<file path="src/rtl/hazard_scheduler.sv">
// Hazard controller for the 5-stage MIPS pipeline: load-use stall, branch
// flush, EX-stage forwarding selects and saturating stall/flush statistics.
module hazard_scheduler #(
  parameter int CNT_W  = 16,
  parameter int REG_AW = 5
) (
  input  logic              clk,
  input  logic              rst_n,
  input  logic              en,
  input  logic              id_valid,
  input  logic              id_r1_used,
  input  logic              id_r2_used,
  input  logic [REG_AW-1:0] id_rs,
  input  logic [REG_AW-1:0] id_rt,
  input  logic [REG_AW-1:0] id_dst,
  input  logic              id_reg_write,
  input  logic              id_is_load,
  input  logic              ex_branch_taken,
  output logic              stall,
  output logic              bubble,
  output logic              flush,
  output logic [1:0]        fwd_a,
  output logic [1:0]        fwd_b,
  output logic [CNT_W-1:0]  stall_cnt,
  output logic [CNT_W-1:0]  flush_cnt
);

  typedef enum logic [1:0] {
    FWD_RF  = 2'b00,
    FWD_WB  = 2'b01,
    FWD_MEM = 2'b10
  } fwd_e;

  // Writer info carried by every shadow stage.
  typedef struct packed {
    logic              valid;
    logic              we;
    logic              load;
    logic [REG_AW-1:0] dst;
  } wr_t;

  // EX additionally remembers its source operands for forwarding.
  typedef struct packed {
    wr_t               w;
    logic              r1u;
    logic              r2u;
    logic [REG_AW-1:0] rs;
    logic [REG_AW-1:0] rt;
  } ex_t;

  ex_t  ex_q;
  ex_t  id_entry;
  wr_t  mem_q;
  wr_t  wb_q;
  logic luh;

  // Register 0 is hardwired, so writing it never creates a dependency.
  function automatic logic can_write(input wr_t s);
    return s.valid & s.we & (s.dst != '0);
  endfunction

  function automatic fwd_e fwd_sel(input logic used, input logic [REG_AW-1:0] src,
                                   input wr_t mem, input wr_t wb);
    if (used && can_write(mem) && !mem.load && mem.dst == src) return FWD_MEM;
    if (used && can_write(wb) && wb.dst == src)                return FWD_WB;
    return FWD_RF;
  endfunction

  assign luh = id_valid & can_write(ex_q.w) & ex_q.w.load &
               ((id_r1_used & (id_rs == ex_q.w.dst)) |
                (id_r2_used & (id_rt == ex_q.w.dst)));

  // A taken branch squashes the ID instruction, so its hazard is irrelevant.
  assign flush  = en & ex_branch_taken;
  assign stall  = en & luh & ~flush;
  assign bubble = stall;

  assign fwd_a = ex_q.w.valid ? fwd_sel(ex_q.r1u, ex_q.rs, mem_q, wb_q) : FWD_RF;
  assign fwd_b = ex_q.w.valid ? fwd_sel(ex_q.r2u, ex_q.rt, mem_q, wb_q) : FWD_RF;

  always_comb begin
    // NOTE: default assignment first so every path drives id_entry; no latch.
    id_entry = '0;
    if (id_valid && !stall && !flush) begin
      id_entry.w.valid = 1'b1;
      id_entry.w.we    = id_reg_write;
      id_entry.w.load  = id_is_load;
      id_entry.w.dst   = id_dst;
      id_entry.r1u     = id_r1_used;
      id_entry.r2u     = id_r2_used;
      id_entry.rs      = id_rs;
      id_entry.rt      = id_rt;
    end
  end

  // NOTE: non-blocking assignments so WB/MEM/EX all shift on the old values.
  always_ff @(posedge clk or negedge rst_n) begin
    if (!rst_n) begin
      ex_q      <= '0;
      mem_q     <= '0;
      wb_q      <= '0;
      stall_cnt <= '0;
      flush_cnt <= '0;
    end else if (en) begin
      wb_q  <= mem_q;
      mem_q <= ex_q.w;
      ex_q  <= id_entry;
      if (stall && stall_cnt != '1) stall_cnt <= stall_cnt + 1'b1;
      if (flush && flush_cnt != '1) flush_cnt <= flush_cnt + 1'b1;
    end
  end

endmodule

</file>
<file path="config.mk">
export PLATFORM = sky130hd
export DESIGN_NAME = hazard_scheduler
export DESIGN_NICKNAME = d
export VERILOG_FILES = /design/src/rtl/hazard_scheduler.sv
export SDC_FILE = /design/constraint.sdc
export NUM_CORES = 1
export LEC_CHECK = 0
export ABC_AREA = 1
export ABC_CLOCK_PERIOD_IN_PS = 2100
export CAP_MARGIN = 20
export CELL_PAD_IN_SITES_DETAIL_PLACEMENT = 1
export CELL_PAD_IN_SITES_GLOBAL_PLACEMENT = 2
export CORE_AREA = 2 2 120 110
export CTS_CLUSTER_DIAMETER = 60
export DETAILED_ROUTE_END_ITERATION = 8
export DIE_AREA = 0 0 122 112
export HOLD_SLACK_MARGIN = 0.02
export PLACE_DENSITY = 0.85
export SYNTH_ARGS = -nofsm -noshare
export SYNTH_HDL_FRONTEND = slang
export SYNTH_SLANG_ARGS = --single-unit
</file>
<file path="constraint.sdc">
create_clock -name clk -period 2.1 [get_ports clk]
set_input_delay 0.42 -clock clk [delete_from_list [all_inputs] [get_ports clk]]
set_output_delay 0.42 -clock clk [all_outputs]
set_load 0.05 [all_outputs]
</file>
==> Word level (Yosys, flattened, before mapping) <==
Index checks and enable logic that the tools add are counted.
{ "word_totals": {"register_bits": 67, "input_bits": 24, "output_inout_bits": 39} }
{ "op_classes": {"addsub": 2, "muxes": 17, "n_eq_ne": 8, "bitwise_logic": 16, "reduce_logical": 22} }
{ "op_table": {"columns": ["cell", "count"], "rows": [
  ["16-bit by 1-bit adder with 16-bit output, second input constant", 2],
  ["16-bit inequality test, second input constant", 2],
  ["5-bit equality test", 6],
  ["2-bit two-way mux", 10],
  ["20-bit two-way mux", 1],
  ["5-bit nonzero test", 3],
  ["1-bit bitwise AND", 14],
  ["1-bit logical AND", 14],
  ["1-bit two-way mux", 6],
  ["2-bit AND reduction", 2],
  ["1-bit zero test", 3],
  ["1-bit inverter", 1],
  ["1-bit OR", 1]
]} }

==> Longest topological paths before layout <==
{ "depth": {"word_depth": 11, "mapped_depth": 12} }

==> Worst setup path before layout <==
OpenSTA, ideal clock, no wires.
{ "synth_path": {"path_kind": "register -> output", "startpoint": "register mem_q[3] (netlist name)", "endpoint": "output port fwd_a[1]", "path_stages_with_launch": 6, "arrival_time_ps": 1834, "slack_ps": -154, "path_buffers": 0, "required_ps": 1680, "path_cell_list": "dfrtp_1 inv_1 o22ai_1 nor2_1 nand3_1 nor3_1"} }
{ "synth_via": {"elab_chain_cells": 8} }
{ "synth_rtl": {"columns": ["item", "line", "source"], "rows": [
  ["from (decl)", "53", "wr_t mem_q;"],
  ["from (signal assigned)", "106", "mem_q <= ex_q.w;"],
  ["5-bit nonzero test", "59", "return s.valid & s.we & (s.dst != '0);"],
  ["1-bit bitwise AND", "59", null],
  ["1-bit logical AND (2 in a row)", "64", "if (used && can_write(mem) && !mem.load && mem.dst == src) return FWD_MEM;"],
  ["1-bit logical AND *", "64", null],
  ["1-bit two-way mux *", "64", null],
  ["2-bit two-way mux *", "65", "if (used && can_write(wb) && wb.dst == src) return FWD_WB;"],
  ["2-bit two-way mux *", "78", "assign fwd_a = ex_q.w.valid ? fwd_sel(ex_q.r1u, ex_q.rs, mem_q, wb_q) : FWD_RF;"],
  ["to (decl)", "22", "output logic [1:0] fwd_a,"]
]} }
Every way passes the cells marked *; elsewhere a longest branch is shown, timed or not.

==> Worst setup path after layout <==
{ "layout_path": {"startpoint": "register wb_q[4] (netlist name)", "endpoint": "output port fwd_a[0]"} }
{ "layout_via": {"elab_chain_cells": 9} }
{ "layout_rtl": {"columns": ["item", "line", "source"], "rows": [
  ["from (decl)", "54", "wr_t wb_q;"],
  ["from (signal assigned)", "105", "wb_q <= mem_q;"],
  ["5-bit nonzero test", "59", null],
  ["1-bit bitwise AND", "59", null],
  ["1-bit logical AND", "65", null],
  ["1-bit logical AND *", "65", null],
  ["1-bit two-way mux (2 in a row)", "65", null],
  ["2-bit two-way mux *", "66", "return FWD_RF;"],
  ["2-bit two-way mux *", "65", null],
  ["2-bit two-way mux *", "78", null]
]} }
Every way passes the cells marked *; elsewhere a longest branch is shown, timed or not. The select of a mux whose other input is x is not followed.

==> results.txt <==
The synthesis-to-layout area growth is 45.2%. During I/O placement, the number of pins put on the boundary was 63. The die outline width is 122 um. The total clock buffers created by CTS came out at 9. Across the VDD grid, the largest voltage drop is 0.379 mV.

The routed layout has 3661 vias. Counting every net in the synthesized netlist gives 503. The final non-filler cell area is 0.00530 mm^2.

The number of flops mapped to enable cells by yosys is 0. The count of yosys warnings during synthesis is 0. The run finished, with violations left.

The worst register-to-register path ends at flush_cnt[11]. The startpoint of the most critical setup path is wb_q[4]. The overall power consumption came out at 3.86 mW.

The number of non-filler instances in the completed layout is 766. The routed wire length came out at 11.9 mm. The synthesized design spends more area on one cell type than any other, namely dfrtp_1. The congestion estimate from routability-driven global placement came to 0.894. The first detailed-routing pass ran for 4 iterations. The minimum clock period after layout came out at 2120 ps. The netlist uses 34 different library cells.

The maximum clock path buffer count came out at 2. The core region area is 0.0124 mm^2. The most common cell after layout, fill and taps aside is nand2_1. The global-route wire length before repair came out at 19.7 mm. The final number of setup-violating endpoints is 1.

The largest driver fanout on the critical path came out at 4. The maximum level of the CTS H-tree came out at 3. The portion of the post-synthesis area used by sequential elements came out at 0.460. The effective utilization at floorplan came out at 0.293.

In the post-synthesis netlist, the biggest area contributors are dfrtp_1 (46%), nand2_1 (13%), inv_1 (7.3%). The largest net degree at the start of global routing is 39. Traced cell by cell, the critical path runs through o211ai_1, nor4_2, nand3_1, nor2_4, buf_12. For the worst setup path, the data arrival time is 1700 ps.

The clock insertion delay at the later pin of the skew report came out at 340 ps. The critical path is of the reg -> out type. The proportion of register bits with asynchronous set or reset after synthesis came out at 1.00. The count of clock tree sinks came out at 67.

The critical path ends at fwd_a[0]. The count of pins over their slew limit came out at 0. The final reports fail on negative setup slack. The number of DRC violations after detailed-routing iteration 0 came out at 167. The average wire per standard cell is 15.5 um. Broken down by cell family, the worst path's largest delay share belongs to simple AND/OR/NAND/NOR gates.

Static timing analysis puts the maximum clock frequency at 471 MHz. The height of the die is 112 um. The number of port buffers is 62. The hold-fix buffer count after cts came out at 0. The share of synthesized area in the top cell type comes to 0.460.

The count of buffer and inverter cells on the critical path is 1. In this run the worst hold path is classified as in -> async. Of the total power, registers draw 0.400. The residual DRC count came out at 0. The slew at the pin closest to its max-slew limit came out at 513 ps.

The critical path data required time is 1680 ps. The launching point of the worst reg2reg path is flush_cnt[0]. The reported net switching power is 1.23 mW.

Clock-pin slew was measured on the worst setup and hold paths at 60 ps. The power per standard cell area is 729 mW/mm^2. The worst pin sits at a relative slew slack of 0.657. The period utilization is 1.01. The setup slack after placement came out at -101 ps. The path depth of the worst reg2reg path is 9. In the routed layout, each cell is associated on average with a via count of 4.78. The total routing resource utilization after global routing came out at 0.184. Including well taps, the total number of placed cells is 726. The logic depth of the worst setup path including buffers came out at 5. The part of the power in the clock network came out at 0.377. The count of maximum capacitance violations is 0. In the final layout, the share of cells above drive strength 1 is 0.214. The count of nets left with antenna violations after detail routing is 0. The die covers 0.0137 mm^2. The number of global-route vias before repair is 3895. The critical-path cell with the highest stage delay is dfrtp_1. The cell count after synthesis is 477. The slack of the worst reg-to-reg path is 190 ps. The core occupancy in the finished layout is 0.426. The flop and latch count out of synthesis is 67.

The post-layout net count is 624. The synthesized netlist occupies a cell area of 0.00365 mm^2. Across the routed clock network, the largest skew measured is 8.77 ps. The number of placement rows came out at 39. In this run the clock root is driven by a clkbuf_16.

The logic gate share of total power is 0.224. The most common flop cell mapped by yosys is dfrtp_1. Setup repair after global routing could not meet its margin everywhere.

The TritonCTS clock tree is built. The placed instance area is 0.00474 mm^2. Summed over all layers, the global routing overflow is 0. 0 antenna diodes ended up in the layout. The least setup slack across all paths after layout came out at -23.4 ps. The internal power came out at 2.64 mW. In the layout the commonest cells are nand2_1 (129), dfrtp_1 (63), buf_4 (60). The delay of the slowest cell on the worst path is 430 ps. Of the total power, the share spent switching nets is 0.318. The worst setup path is captured at a primary output. The detailed placer's ending HPWL is 8.64 mm. A synthesized cell averages 7.65 um^2.

The hold violation total from the final report is 0. In this run the static leakage power is 2.55 nW. The initial antenna violation count came to 0. The category of the worst setup path launch point is a flip-flop.
==> cell usage after synthesis, drive strengths merged (2+ instances only) <==
cell	count
nor3	13
nor2	38
mux2	2
buf	7
o21ai	31
o211ai	4
o22ai	21
dfrtp	67
xnor2	3
inv	74
nand2	131
a21oi	6
xor2	10
clkbuf	5
nand3b	9
nand3	36
ha	2
nand4	12
nor4	2
==> flip-flops by register name, summed over array words and instances, names as in the netlist <==
| signal | flops |
|---|---|
| wb_q | 7 |
| mem_q | 8 |
| stall_cnt | 16 |
| flush_cnt | 16 |
| ex_q | 20 |
==> kinds of logic after synthesis <==
| group | after synthesis | synth area share |
|---|---|---|
| adders and majority gates | 2 | 0.00686 |
| DFF | 67 | 0.460 |
| AOI/OAI and AO/OA | 64 | 0.0998 |
| muxes | 2 | 0.00617 |
| and+or+nand+nor | 242 | 0.298 |
| xor gates and xnor gates | 13 | 0.0333 |
| buffers and inverters | 87 | 0.0967 |
==> final cells by class <==
cell class                 instances  area, um^2
multi-input combinational        323        1710
clock inverter                     3        40.0
tap                              164         205
inverter                          75         285
clock buffer                      12         236
timing repair buffer             122        1130
fill                            1533        7150
sequential                        67        1680
==> through the flow <==
stage / setup TNS [ps] / hold WS (ps)
2_1_floorplan: -304 / 124
3_3_place_gp: -153 / 372
3_5_place_dp: -333 / 382
4_1_cts: -56.4 / 25.4
5_1_grt: -366 / 42.2
6_report: -23.4 / 22.7
==> worst min-delay path by stage <==
stage | to | depth (start not counted)
floorplan | ex_q[0] | 0
global placement | ex_q[13] | 1
detailed placement | ex_q[14] | 1
CTS | ex_q[2] | 1
global route | ex_q[2] | 1
finish | ex_q[2] | 1
==> per-layer routing <==
| metal | vias to the layer above | wire length, um | GRT usage |
|---|---|---|---|
| met3 | 20 | 411 | 0.0292 |
| li1 | 1787 | - | - |
| met1 | 1775 | 5630 | 0.247 |
| met4 | 0 | 263 | 0.0766 |
| met2 | 79 | 5600 | 0.294 |
| met5 | - | 0 | 0 |
==> power by group through the flow <==
stage / clock network [mW] / registers (mW) / logic [mW]
5_1_grt: 1.53 / 1.56 / 0.938
4_1_cts: 1.49 / 1.55 / 0.836
6_report: 1.45 / 1.54 / 0.864
3_5_place_dp: 0 / 1.57 / 0.806
2_1_floorplan: 0 / 1.74 / 0.269
3_3_place_gp: 0 / 1.56 / 0.786
==> timing repair <==
| item | 4_1_cts | 5_1_grt |
|---|---|---|
| pin swaps | 16 | 10 |
| gates resized for setup | 29 | 25 |
| setup endpoints to repair | 7 | 6 |
| setup buffers | 16 | 9 |
No activity file was read; power rests on OpenSTA's default activity.
